**config.mk**
```make
export PLATFORM = sky130hd
export DESIGN_NAME = function_request_controller
export DESIGN_NICKNAME = d
export VERILOG_FILES = /design/src/rtl/frc_pkg.sv /design/src/rtl/button_debouncer.sv /design/src/rtl/function_request_controller.sv
export SDC_FILE = /design/constraint.sdc
export NUM_CORES = 1
export LEC_CHECK = 0
export CORE_MARGIN = 2
export CORE_UTILIZATION = 35
export CTS_CLUSTER_SIZE = 25
export DETAILED_ROUTE_END_ITERATION = 8
export GPL_ROUTABILITY_DRIVEN = 0
export HOLD_SLACK_MARGIN = 0.08
export SYNTH_ARGS = -nofsm -noshare
export SYNTH_HDL_FRONTEND = slang
export SYNTH_SLANG_ARGS = --single-unit
```
**constraint.sdc**
```tcl
create_clock -name clk -period 1.9 [get_ports clk]
set_clock_uncertainty 0.2 [all_clocks]
set_input_delay 0.19 -clock clk [delete_from_list [all_inputs] [get_ports clk]]
set_output_delay 0.19 -clock clk [all_outputs]
set_load 0.02 [all_outputs]
```
**src/rtl/frc_pkg.sv**
```systemverilog
// Shared types and constants for the function request controller.
package frc_pkg;
    localparam int FUNC_W = 2;
    localparam logic [FUNC_W-1:0] FUNC2_CODE = 2'd2;
    localparam logic [FUNC_W-1:0] FUNC_NONE  = 2'd0;
    localparam int DEBOUNCE_CYCLES_DEF = 4;
    localparam int NUM_IF = 2;

    typedef enum logic {
        IDLE   = 1'b0,
        ACTIVE = 1'b1
    } if_state_e;
endpackage

```
**src/rtl/button_debouncer.sv**
```systemverilog
// Two-flop synchronizer, stable-count debouncer and rising-edge press pulse for one button.
module button_debouncer
    import frc_pkg::*;
#(
    parameter int DEBOUNCE_CYCLES = DEBOUNCE_CYCLES_DEF
) (
    input  logic clk,
    input  logic rst,
    input  logic btn,
    output logic press
);
    localparam logic [7:0] CNT_LAST = 8'(DEBOUNCE_CYCLES - 1);

    logic       sync1, sync2, db, db_q, armed;
    logic [1:0] vld_pipe;
    logic [7:0] cnt;

    always_ff @(posedge clk) begin
        if (rst) begin
            sync1    <= 1'b0;
            sync2    <= 1'b0;
            db       <= 1'b0;
            db_q     <= 1'b0;
            armed    <= 1'b0;
            vld_pipe <= '0;
            cnt      <= '0;
        end else begin
            sync1    <= btn;
            sync2    <= sync1;
            vld_pipe <= {vld_pipe[0], 1'b1};
            db_q     <= db;
            // Presses count only after a genuine low has been seen, so a button held through reset stays quiet.
            if (vld_pipe[1] && !sync2 && !db)
                armed <= 1'b1;
            if (sync2 != db) begin
                if (cnt == CNT_LAST) begin
                    db  <= sync2;
                    cnt <= '0;
                end else begin
                    cnt <= cnt + 8'd1;
                end
            end else begin
                cnt <= '0;
            end
        end
    end

    assign press = db & ~db_q & armed;
endmodule

```
**src/rtl/function_request_controller.sv**
```systemverilog
// Two-interface request controller: per-interface IDLE/ACTIVE FSMs, display ownership and priority toggle.
module function_request_controller
    import frc_pkg::*;
#(
    parameter int DEBOUNCE_CYCLES = DEBOUNCE_CYCLES_DEF
) (
    input  logic              clk,
    input  logic              rst,
    input  logic              ie01_btn,
    input  logic              ie02_btn,
    input  logic [FUNC_W-1:0] ie01_func,
    input  logic [FUNC_W-1:0] ie02_func,
    input  logic              done,
    output logic              ie01_active,
    output logic              ie02_active,
    output logic [FUNC_W-1:0] ie01_code,
    output logic [FUNC_W-1:0] ie02_code,
    output logic              A,
    output logic              B,
    output logic              priorsel
);
    logic [NUM_IF-1:0]             btn, press, own, f2, act;
    logic [NUM_IF-1:0][FUNC_W-1:0] func, code;
    if_state_e                     state [NUM_IF];

    assign btn  = {ie02_btn, ie01_btn};
    assign func = {ie02_func, ie01_func};

    button_debouncer #(.DEBOUNCE_CYCLES(DEBOUNCE_CYCLES)) u_db [NUM_IF-1:0] (
        .clk   (clk),
        .rst   (rst),
        .btn   (btn),
        .press (press)
    );

    for (genvar g = 0; g < NUM_IF; g++) begin : g_dec
        assign act[g] = (state[g] == ACTIVE);
        assign f2[g]  = act[g] && (code[g] == FUNC2_CODE);
    end

    // Function-2 requests win; priorsel breaks the tie, then IE01 beats IE02.
    assign own[0] = f2[0] ? (!priorsel || !f2[1]) : (!f2[1] && act[0]);
    assign own[1] = act[1] && !own[0];

    always_ff @(posedge clk) begin
        if (rst) begin
            for (int i = 0; i < NUM_IF; i++) begin
                state[i] <= IDLE;
                code[i]  <= FUNC_NONE;
            end
            priorsel <= 1'b0;
        end else begin
            for (int i = 0; i < NUM_IF; i++) begin
                if (done && own[i]) begin
                    state[i] <= IDLE;
                    code[i]  <= FUNC_NONE;
                end else if (press[i]) begin
                    if (state[i] == IDLE) begin
                        state[i] <= ACTIVE;
                        code[i]  <= func[i];
                    end else begin
                        state[i] <= IDLE;
                        code[i]  <= FUNC_NONE;
                    end
                end
            end
            if (done && f2[0] && f2[1])
                priorsel <= ~priorsel;
        end
    end

    assign ie01_active = act[0];
    assign ie02_active = act[1];
    assign ie01_code   = code[0];
    assign ie02_code   = code[1];
    assign A           = f2[0];
    assign B           = f2[1];
endmodule

```
* After elaboration in Yosys (flattened, before gate mapping)
Memory sizes are Yosys's and may differ from the RTL's. Index checks and enable logic that the tools add are counted.
Operators by class: $add $sub $neg 2, multipliers 0, divide/modulo/power cells 0, $lt $le $gt $ge 0, equal/unequal tests 6, shift-type cells 0, multiplexer cells 39, bitwise operators 15, reduce and logical (&&, ||, !) cells 26
Operator list (number):
- $mux W1 | 37
- $add A8 B1 Y8 const B | 2
- $eq A8 B2 Y1 const B | 2
- $logic_and A1 B1 Y1 | 12
- $logic_not A1 Y1 | 7
- $or A1 B1 Y1 | 6
- $reduce_or A3 Y1 | 2
- $not A1 Y1 | 5
- $and A1 B1 Y1 | 4
- $eq A2 B2 Y1 const B | 2
- $mux W2 | 2
- $reduce_and A2 Y1 | 2
- $reduce_or A2 Y1 | 2
- $ne A1 B1 Y1 | 2
- $logic_or A1 B1 Y1 | 1
Storage, ports and cells: register bits 35, bits in latches 0, RAM bits 2, memory bits (read-only) 0, input bits 9, output and inout bits 9, logic and storage cells 108, memories kept 1
Memory list:
- state | words 2, bits a word 1, read ports 2, clocked after memory_dff 0, write ports 2, line function_request_controller.sv:24 | if_state_e state [NUM_IF];

* Logic depth before layout (Yosys ltp)
depth in word-level cells 14, gate-level depth with buffers 4, depth with buffers taken out 4

* Hierarchy
Synthesis repeated with hierarchy kept, for this count alone.
Second synthesis, totals: cell total of the unflattened synthesis 156, area total of the unflattened synthesis 1491.4 µm²
Modules (own cells, without submodules):
- button_debouncer | instances 2, cells each 59, area each 554.3 µm², sequential area each 300.3 µm²
- function_request_controller | instances 1, cells each 38, area each 382.9 µm², sequential area each 160.2 µm²

* Worst setup path before layout
No wires, ideal clock.
path kind reg2reg, start point memory state[1] (netlist name), end point memory state[0] (netlist name), enable pin, setup time 0.257 ns, data arrival time 1.447 ns, required time 1.443 ns, setup slack -0.005 ns, cell stages (with the launch flop) 5, buffers on the path 0, clock period less this slack 1.905 ns, path through edfxtp_1 nand3b_1 inv_1 a21oi_1 or3b_2
RTL lines (line):
- start, declared | function_request_controller.sv:24

* Worst setup path in the final report
start point register u_db[1].cnt[1], end point register u_db[1].db
Between the ends: longest elaborated chain between the ends 2
RTL lines:
- start, declared | line button_debouncer.sv:16 | logic [7:0] cnt;
- start signal, assigned | line button_debouncer.sv:40 | cnt <= cnt + 8'd1;
- $eq A8 B2 Y1 | line button_debouncer.sv:36 | if (cnt == CNT_LAST) begin
- $reduce_and A2 Y1 (no source line)
- end signal, assigned | line button_debouncer.sv:37 | db <= sync2;
- end, declared | line button_debouncer.sv:14 | logic sync1, sync2, db, db_q, armed;
No other way between the ends. A chain may end at the register's enable or synchronous reset.

==> results.txt <==
max cap viols: 0
Clk Latency, worst-skew pair: 280 ps
Int Pwr: 1.12 mW
clock-pin slew on the worst setup and hold paths: 60 ps
final net count: 189
crit path DAT: 1790 ps
via-per-instance ratio: 4.85
register cell area after layout: 723 sq um
Flop pwr share: 0.543
Post-synth EDFFs: 2
Leak: 0.666 nW
Die Span Y: 67.3 um
Port Buffers: 17
post-synthesis cell area: 0.00140 sq mm
die area: 0.00453 sq mm
Starting Density: 0.356
Via Count: 1110
Final period util: 0.936
WP data required: 1910 ps
Primary FF master, synth: dfxtp_1
antenna-violating nets left: 0
H-tree Lvls: 2
share of cells above drive strength 1: 0.140
Resize count post-CTS: 1
clock tree buffer depth: 2
Filler cells: 370
switching power: 279 uW
Area Overhead vs Synth: 28.5%
IR drop worst, VDD: 0.000315 V
routed wire length: 2610 um
CP Capture Type: flop
syn_area_per_cell: 9.49 sq um
final core occ: 0.458
Tmin final: 1780 ps
ys async rst share: 0
Core Region: 0.00394 sq mm
Setup Crit Path Kind: reg2reg
hpwl dp: 1930 um
switching share of power: 0.199
Final Max Tran Viols: 0
Netlist cell types: 31
Die X: 67.3 um
run status: completed
Mapped Cells: 148
drt wl/cell: 11.4 um
row count: 23
part of the power in combinational logic: 0.048
multi-input combinational cell area: 652 sq um
vias in the first global route: 1040
FF+latch count, synth: 35
Root Driver: clkbuf_8
hold bufs inserted after CTS: 0
remaining global-route overflow: 0
Syn. warnings: 0
Tightest Pin Transition: 254 ps
First-pass DRT Iterations: 4
Ports: 18
CTS buffer count: 5
R2R Setup Slk: 120 ps
CP max FO: 4
Min-Delay Path Class: reg2reg
Ant. Diodes: 0
DRC Markers: 0
DRT iter0 DRCs: 39
first-pass GRT wire length: 4390 um
# clock sinks: 35
fmax: 0.562 GHz
RSZ-0062 raised after global routing: false
postcts setup bufs: 0
cell depth of the worst hold path: 1
Total Neg Setup Slack: 0 ps
initial antenna violation count: 0
Worst slew margin: 0.829
r2r worst-path depth: 4
Final Hold Viols: 0
Final Setup Violations: 0
Post-Syn Nets: 159
crit path launch type: flop
largest net degree at the start of global routing: 13
power density over cell area: 776 mW/mm^2
Global Route Usage Sum: 0.132
Clock Power Share: 0.409
CTS tree: built
sequential area share after synthesis: 0.513
-- cells in the mapped netlist, types with 3 or more instances --
cell type	n	area (sq um)
a21oi_1	12	60.1
dfxtp_1	33	661
inv_1	7	26.3
nand2_1	7	26.3
nand3_1	10	50.1
nand3b_1	3	22.5
nor2_1	15	56.3
nor2b_1	9	56.3
o21ai_0	7	35.0
or3_1	8	50.1
or3b_2	3	26.3
xor2_1	6	52.6
-- state kept, by name, summed over array words and instances, names as in the netlist --
| name | cells |
|---|---|
| u_db.sync2 | 2 |
| state | 2 |
| u_db.db_q | 2 |
| u_db.sync1 | 2 |
| u_db.cnt | 16 |
| u_db.vld_pipe | 2 |
| priorsel | 1 |
| u_db.db | 2 |
| ie02_code | 2 |
| u_db.armed | 2 |
| ie01_code | 2 |
-- worst max-delay path, cell delays in order (launching register included) --
cell and delay [ps]:
dfxtp_1 370, ha_1 180, or4b_4 470, or3_1 350
a21oi_1 140
-- layout by cell type (no fill, tap or decap), types with 2 or more instances in the layout --
cell type and instances:
dfxtp_1 31, nor2_1 15, clkdlybuf4s50_1 15, a21oi_1 12, nand3_1 10, nor2b_1 9
or3_1 8, nand2_1 7, o21ai_0 7, clkbuf_8 7, inv_1 6, xor2_1 6
buf_4 6, nand3b_1 3, or3b_2 3, o31ai_1 2, or4_1 2, o211ai_1 2
xnor2_1 2, mux2i_1 2, a311oi_1 2, o2bb2ai_1 2, edfxtp_1 2, dfxtp_2 2
-- logic make-up after synthesis --
group,synth area share
buffers and inverters,0.0241
AOI/OAI and AO/OA,0.126
DFF,0.513
and+or+nand+nor,0.255
xor gates and xnor gates,0.0499
adders and majority gates,0.0178
muxes,0.0143
-- power by group through the flow --
stage          Combinational [mW]  Sequential, mW  Clock, mW
2_1_floorplan              0.0245           0.779          0
3_3_place_gp               0.0655           0.776          0
3_5_place_dp               0.0667           0.776          0
4_1_cts                    0.0674           0.760      0.597
5_1_grt                    0.0733           0.761      0.635
6_report                   0.0668           0.760      0.573
-- through the flow --
stage	setup slack (ps)	std cells	cell area [sq um]	hold slack [ps]	total power, mW
3_3_place_gp	131	221	1700	221	0.841
3_5_place_dp	105	221	1700	222	0.843
5_1_grt	29.9	229	1800	261	1.47
2_1_floorplan	57.1	148	1400	61.6	0.803
6_report	121	229	1800	234	1.40
4_1_cts	4.20	229	1800	237	1.42
-- worst paths after layout --
kind / start / end
worst max-delay path: u_db[1].cnt[1] / u_db[1].db
worst min-delay path: u_db[1].sync1 / u_db[1].sync2
worst max register to register: u_db[1].cnt[1] / u_db[1].db
worst min register to register: u_db[1].sync1 / u_db[1].sync2
-- layer usage --
layer,share of wire,track usage
met1,0.52,0.168
met2,0.40,0.197
met3,0.058,0.0517
met4,0.018,0.0612
met5,0,0
-- final cells by class --
cell class,count,area share
timing repair buffer,24,0.131
clock buffer,8,0.0555
multi-input combinational,104,0.361
inverter,8,0.0166
sequential,35,0.401
tap,50,0.0347
(Power assumes the default switching activity.)
